$ cat src/rtl/pc_unit.sv
// Program-counter stage: holds PC, forms sequential/branch/jump targets and the fetch request,
// and enters the exception vector on overflow. Define ALIGN_CHECK_EN to trap misaligned JR/ERET targets.
module pc_unit #(
  parameter logic [31:0] RESET_PC   = 32'h0040_0000,
  parameter logic [31:0] EXC_VECTOR = 32'h0040_4180
) (
  input  logic        clk,
  input  logic        rst,
  input  logic        imem_ready,
  input  logic        stall,
  input  logic        ovf,
  input  logic        br_taken,
  input  logic [31:0] br_offset,
  input  logic        j_taken,
  input  logic [25:0] j_index,
  input  logic        jr_taken,
  input  logic [31:0] jr_addr,
  input  logic        eret,
  output logic [31:0] pc,
  output logic [31:0] npc,
  output logic        imem_req,
  output logic [31:0] epc,
  output logic [4:0]  cause,
  output logic        exc_active
);

  typedef enum logic [1:0] {
    BOOT = 2'd0,
    RUN  = 2'd1,
    EXC  = 2'd2
  } state_t;

  localparam logic [4:0] EXC_NONE = 5'd0;
  localparam logic [4:0] EXC_ADEL = 5'd4;
  localparam logic [4:0] EXC_OV   = 5'd12;

  state_t      state;
  logic        advance;
  logic        ovf_take;
  logic        align_err;
  logic        exc_take;
  logic [4:0]  exc_code;
  logic        reg_path;
  logic [31:0] reg_tgt;
  logic [31:0] br_tgt;
  logic [31:0] j_tgt;
  logic [31:0] next_pc;

  // All address arithmetic is plain modulo-2^32; carry-out is deliberately dropped.
  assign npc      = pc + 32'd4;
  assign advance  = (state == RUN) && imem_ready && !stall;
  assign ovf_take = (state == RUN) && ovf && !exc_active;
  assign reg_path = eret || jr_taken;
  assign reg_tgt  = eret ? epc : jr_addr;
  assign br_tgt   = npc + (br_offset << 2);
  assign j_tgt    = {npc[31:28], j_index, 2'b00};

  // NOTE: every always_comb output is assigned a default first so no latch can be inferred.
  always_comb begin
    next_pc = npc;
    if (reg_path) begin
      next_pc = reg_tgt & ~32'd3;
    end else if (j_taken) begin
      next_pc = j_tgt;
    end else if (br_taken) begin
      next_pc = br_tgt;
    end
  end

`ifdef ALIGN_CHECK_EN
  // A misaligned register target traps only outside exception level; inside it is truncated.
  assign align_err = advance && reg_path && (reg_tgt[1:0] != 2'b00) && !exc_active;
`else
  assign align_err = 1'b0;
`endif

  assign exc_take = ovf_take || align_err;
  assign exc_code = ovf_take ? EXC_OV : EXC_ADEL;

  // NOTE: sequential state uses non-blocking assignments so every register samples pre-edge values.
  always_ff @(posedge clk or posedge rst) begin
    if (rst) begin
      state      <= BOOT;
      pc         <= RESET_PC;
      epc        <= 32'd0;
      cause      <= EXC_NONE;
      exc_active <= 1'b0;
      imem_req   <= 1'b0;
    end else begin
      case (state)
        BOOT: begin
          state    <= RUN;
          imem_req <= 1'b1;
        end
        RUN: begin
          if (exc_take) begin
            // Entry aborts the in-flight fetch regardless of imem_ready/stall.
            epc        <= pc;
            cause      <= exc_code;
            exc_active <= 1'b1;
            state      <= EXC;
            imem_req   <= 1'b0;
          end else if (advance) begin
            pc <= next_pc;
            if (eret) begin
              exc_active <= 1'b0;
              cause      <= EXC_NONE;
            end
          end
        end
        EXC: begin
          pc       <= EXC_VECTOR;
          state    <= RUN;
          imem_req <= 1'b1;
        end
        default: begin
          state    <= BOOT;
          imem_req <= 1'b0;
        end
      endcase
    end
  end

endmodule

$ cat config.mk
export PLATFORM = sky130hd
export DESIGN_NAME = pc_unit
export DESIGN_NICKNAME = d
export VERILOG_FILES = /design/src/rtl/pc_unit.sv
export SDC_FILE = /design/constraint.sdc
export NUM_CORES = 1
export LEC_CHECK = 0
export BUFFER_PORTS_ARGS = -buffer_cell sky130_fd_sc_hd__buf_2
export CAP_MARGIN = 20
export CORE_MARGIN = 2
export CORE_UTILIZATION = 40
export CTS_CLUSTER_SIZE = 20
export DETAILED_ROUTE_END_ITERATION = 12
export PLACE_DENSITY = 0.67
export SLEW_MARGIN = 40
export SYNTH_ARGS = -nofsm -noshare
export SYNTH_HDL_FRONTEND = slang
export SYNTH_SLANG_ARGS = --single-unit
$ cat constraint.sdc
create_clock -name clk -period 4.6 [get_ports clk]
set_clock_uncertainty 0.1 [all_clocks]
set_input_delay 0.92 -clock clk [delete_from_list [all_inputs] [get_ports clk]]
set_output_delay 0.92 -clock clk [all_outputs]
set_load 0.02 [all_outputs]
==> results.txt <==
Relative to the synthesized area, the layout overhead comes to 27.8%. Using the TritonRoute via totals, the vias-per-cell ratio works out to 5.72. The run gives 0 as the remaining antenna violation count. The per-instance average area after synthesis is 8.52 um2, and the vertical die dimension is 122 um. The overall routing resource usage came out at 0.266. Counting every instance in the synthesized netlist gives 648.

VDD sags by at most 323 uV. Leaving out fill and tap cells, the most frequent cell in the layout is sky130_fd_sc_hd__buf_2. During synthesis, Yosys emitted a total of 0 warnings. The clock group share of total power was 0.142; the total number of H-tree levels was 3. The run gives 572 as the violation count after the first detailed-routing iteration. The worst hold path begins at state[1].

The logs give 63 for the number of sinks on the clock net and 19800 um for the routed wire length. After detailed routing, the average wire length per cell comes to 19.3 um. On the worst path, the slowest cell contributes a delay of 570 ps. The proportion of power drawn by combinational gates was 0.633; the number of buffers created by CTS was 9. The tools report the weighted congestion reported at the end of routability-driven placement as 0.910. Along the worst path, the maximum fanout reaches 6. The tools report the relative slew slack as 0.435. After filler insertion, the fill cell instance count of the layout stands at 1336. The floorplan step defined a core boundary enclosing 0.0133 mm2.

Clock-pin slew was measured on the worst setup and hold paths at 60 ps. The sequential group share of total power was 0.225. The first global-routing pass estimated 29700 um of wire. Setup repair after global routing left no endpoint under its margin.

The tools report the worst setup slack for register-to-register paths as 320 ps. The final global-route overflow total was 0; the maximum operating frequency was 234 MHz. Clock tree synthesis selected as its root buffer the cell sky130_fd_sc_hd__clkbuf_16.

The combined area of all synthesized cells was 0.00552 mm2; the proportion of netlist area held by the largest area contributor was 0.281. In the synthesized netlist the dominant register cell turns out to be sky130_fd_sc_hd__dfrtp_1. The slowest cell on the critical path is sky130_fd_sc_hd__or4_4.

For hold timing, the worst endpoint is imem_req. The starting density of the core was 0.414. TritonCTS built the clock tree. STA classifies the critical path endpoint as a flop.

The run gives 49 as the largest net degree at the start of global routing. In this run the post-CTS setup repair buffer count came out at 0. The horizontal die dimension works out to 122 um. For the total of endpoints with negative setup slack in the final report, the log shows 0. The startpoint identified for the worst register-to-register timing path is pc[5]. The number of design rule violations left after detail routing was 0; the count of maximum capacitance violations was 0.

For the number of unique standard cell types used by synthesis, the log shows 71. The count of input and output buffers was 188. The flow ran to the end, and the final reports show no timing, DRC or antenna violations. For the worst setup path, the data required time is 4710 ps. The number of max-slew violations in the final report is 0. Detailed placement ended at an HPWL of 15400 um. Traced cell by cell, the critical path runs through nand3_1, or4_4, inv_1, nand2_1, xnor2_1, ha_1, o21ai_1, a21oi_1, o21ai_0, nor4bb_1, o41ai_2, a31oi_1, xnor2_1, a21oi_1, a221o_1. The net switching power of the design is 2.43 mW, and the switching part of the total is 0.492.

The via count of the first global-routing pass was 5439; the final instance area was 0.00706 mm2. In the layout the commonest cells are 188 x sky130_fd_sc_hd__buf_2, 62 x sky130_fd_sc_hd__dfrtp_1, 57 x sky130_fd_sc_hd__nand2_1. Of all cell types, the one taking the most synthesized area is sky130_fd_sc_hd__dfrtp_1.

The run gives 0.0148 mm2 as the full die area. The worst hold path belongs to the class flop to flop. The destination of the worst register-to-register timing path was pc[27].

For this run, the post-layout net count is 981. The final hold violation count was 0. STA classifies the critical path startpoint as a flop.

Final setup TNS: 0 ps. For the row count, the log shows 42. The tools report the sequential fraction of the synthesis area as 0.286. Counting flops with a built-in enable in the synthesized netlist gives 0.

The power per unit of standard cell area is 699 mW/mm2. By area the synthesized netlist is led by sky130_fd_sc_hd__dfrtp_1 28%, sky130_fd_sc_hd__ha_1 8.2%, sky130_fd_sc_hd__mux2_2 6.3%. Measured in cells, the most critical reg-to-reg path has a length of 15. Data arrives at the worst endpoint at 4390 ps. After synthesis the netlist holds a flip-flop and latch count of 63.

The total number of vias is 5879, and the I/O pin count is 202. The fraction of synthesis flops using an asynchronous set or reset pin works out to 1.00. The leakage power total was 3.49 nW; the post-placement cell area was 0.00673 mm2. The worst setup path is of the flop to flop kind. The run gives 0.529 as the final design utilization.

The ratio of cells with drive above 1 in the final layout was 0.324; the cell-internal power was 2.51 mW. The actual slew at the worst max-slew pin is 848 ps. Clock latency on the worst-skew pair, taken at its later pin, is 330 ps. The number of stages on the worst hold path was 1. For the number of antenna violations at the first check in global routing, the log shows 1. The final clock period utilization by the worst path is 0.931, and the number of search-and-repair iterations in the first detailed-routing pass is 6. Subtracting the final worst setup slack from the clock period gives 4280 ps.

The tools report the worst-case clock buffer depth as 2.
-- how the worst max path moves through the flow --
| stage | start | end | slack (ps) |
|---|---|---|---|
| floorplan | pc[2] | pc[31] | 240 |
| global placement | pc[3] | pc[31] | 280 |
| detailed placement | pc[3] | pc[31] | 200 |
| CTS | pc[3] | pc[31] | 150 |
| global route | pc[9] | pc[27] | 80 |
| finish | pc[5] | pc[27] | 320 |
-- cells in the mapped netlist, types with 4 or more instances --
cell	instances
sky130_fd_sc_hd__o211ai_1	8
sky130_fd_sc_hd__mux2_2	31
sky130_fd_sc_hd__o21a_1	6
sky130_fd_sc_hd__inv_1	19
sky130_fd_sc_hd__o21bai_1	4
sky130_fd_sc_hd__mux2i_1	5
sky130_fd_sc_hd__nand2b_1	8
sky130_fd_sc_hd__a221oi_1	4
sky130_fd_sc_hd__buf_1	4
sky130_fd_sc_hd__a21oi_1	56
sky130_fd_sc_hd__o31ai_1	5
sky130_fd_sc_hd__xnor2_1	31
sky130_fd_sc_hd__nor3_1	6
sky130_fd_sc_hd__a222oi_1	7
sky130_fd_sc_hd__nand3_1	21
sky130_fd_sc_hd__or3_1	6
sky130_fd_sc_hd__o22ai_1	12
sky130_fd_sc_hd__xor2_1	15
sky130_fd_sc_hd__a31oi_1	9
sky130_fd_sc_hd__a22oi_1	5
sky130_fd_sc_hd__buf_4	11
sky130_fd_sc_hd__a211oi_1	11
sky130_fd_sc_hd__clkbuf_1	19
sky130_fd_sc_hd__a21o_1	22
sky130_fd_sc_hd__ha_1	36
sky130_fd_sc_hd__nand2_1	57
sky130_fd_sc_hd__and3_1	7
sky130_fd_sc_hd__o21ai_1	4
sky130_fd_sc_hd__dfrtp_1	62
sky130_fd_sc_hd__o221ai_1	11
sky130_fd_sc_hd__o21ai_0	31
sky130_fd_sc_hd__nand4_1	5
sky130_fd_sc_hd__nor2_1	53
-- layer usage --
| layer | GRT usage | share of wire |
|---|---|---|
| met2 | 0.412 | 0.45 |
| met3 | 0.0573 | 0.081 |
| met4 | 0.0848 | 0.024 |
| met5 | 0 | 0 |
| met1 | 0.370 | 0.44 |
-- state kept, by name, indices dropped and copies added (netlist names) --
signal and flops:
cause 1, imem_req 1, state 1, pc 30
epc 30
-- power by group through the flow --
| stage | registers [mW] | logic [mW] | clock network [mW] |
|---|---|---|---|
| 2_1_floorplan | 1.35 | 1.83 | 0 |
| 3_3_place_gp | 1.10 | 3.05 | 0 |
| 3_5_place_dp | 1.11 | 3.07 | 0 |
| 4_1_cts | 1.10 | 3.08 | 0.709 |
| 5_1_grt | 1.14 | 3.38 | 0.737 |
| 6_report | 1.11 | 3.13 | 0.701 |
-- area by class of cell --
cell class / count / area (um2) / share of cell area
clock buffers: 12 / 256 / 0.0363
diodes: 1 / 2.50 / 0.000354
inverters: 22 / 85.1 / 0.0121
repair buffers: 214 / 1140 / 0.161
multi-input cells: 535 / 3730 / 0.529
well taps: 176 / 220 / 0.0312
clock inverters: 4 / 45.0 / 0.00638
flip-flops and latches: 63 / 1580 / 0.224
-- stage by stage --
| stage | worst slack [ps] | hold WS, ps | power, mW | instances |
|---|---|---|---|---|
| 3_3_place_gp | 277 | 378 | 4.16 | 1009 |
| 4_1_cts | 150 | 393 | 4.89 | 1025 |
| 2_1_floorplan | 243 | 364 | 3.17 | 656 |
| 6_report | 319 | 390 | 4.94 | 1027 |
| 3_5_place_dp | 198 | 386 | 4.18 | 1009 |
| 5_1_grt | 80.5 | 407 | 5.26 | 1027 |
-- kinds of logic (layout without fill, tap and decap cells) --
family	count (synthesis)	count (layout)	synth area share
AOI/OAI and AO/OA	221	221	0.274
xor gates and xnor gates	47	47	0.0759
adders and majority gates	37	37	0.0852
buffers and inverters	58	252	0.0473
DFF	63	63	0.286
muxes	36	36	0.0723
other	1	10	0.000679
and+or+nand+nor	185	185	0.159
-- critical path: cells and delay by family (launching register included) --
kind                     cells  cell delay [ps]
buffers and inverters        1              110
adder cells (fa/ha/maj)      1              270
AND/OR/NAND/NOR              4             1070
XOR/XNOR                     2              560
AO/OA/AOI/OAI                7             1600
flip-flops                   1              440
-- repair_timing --
action                     in CTS  in global routing
setup endpoints to repair       0                  2
hold buffers                    0                  0
gates resized for setup         0                  4
(Power assumes the default switching activity.)
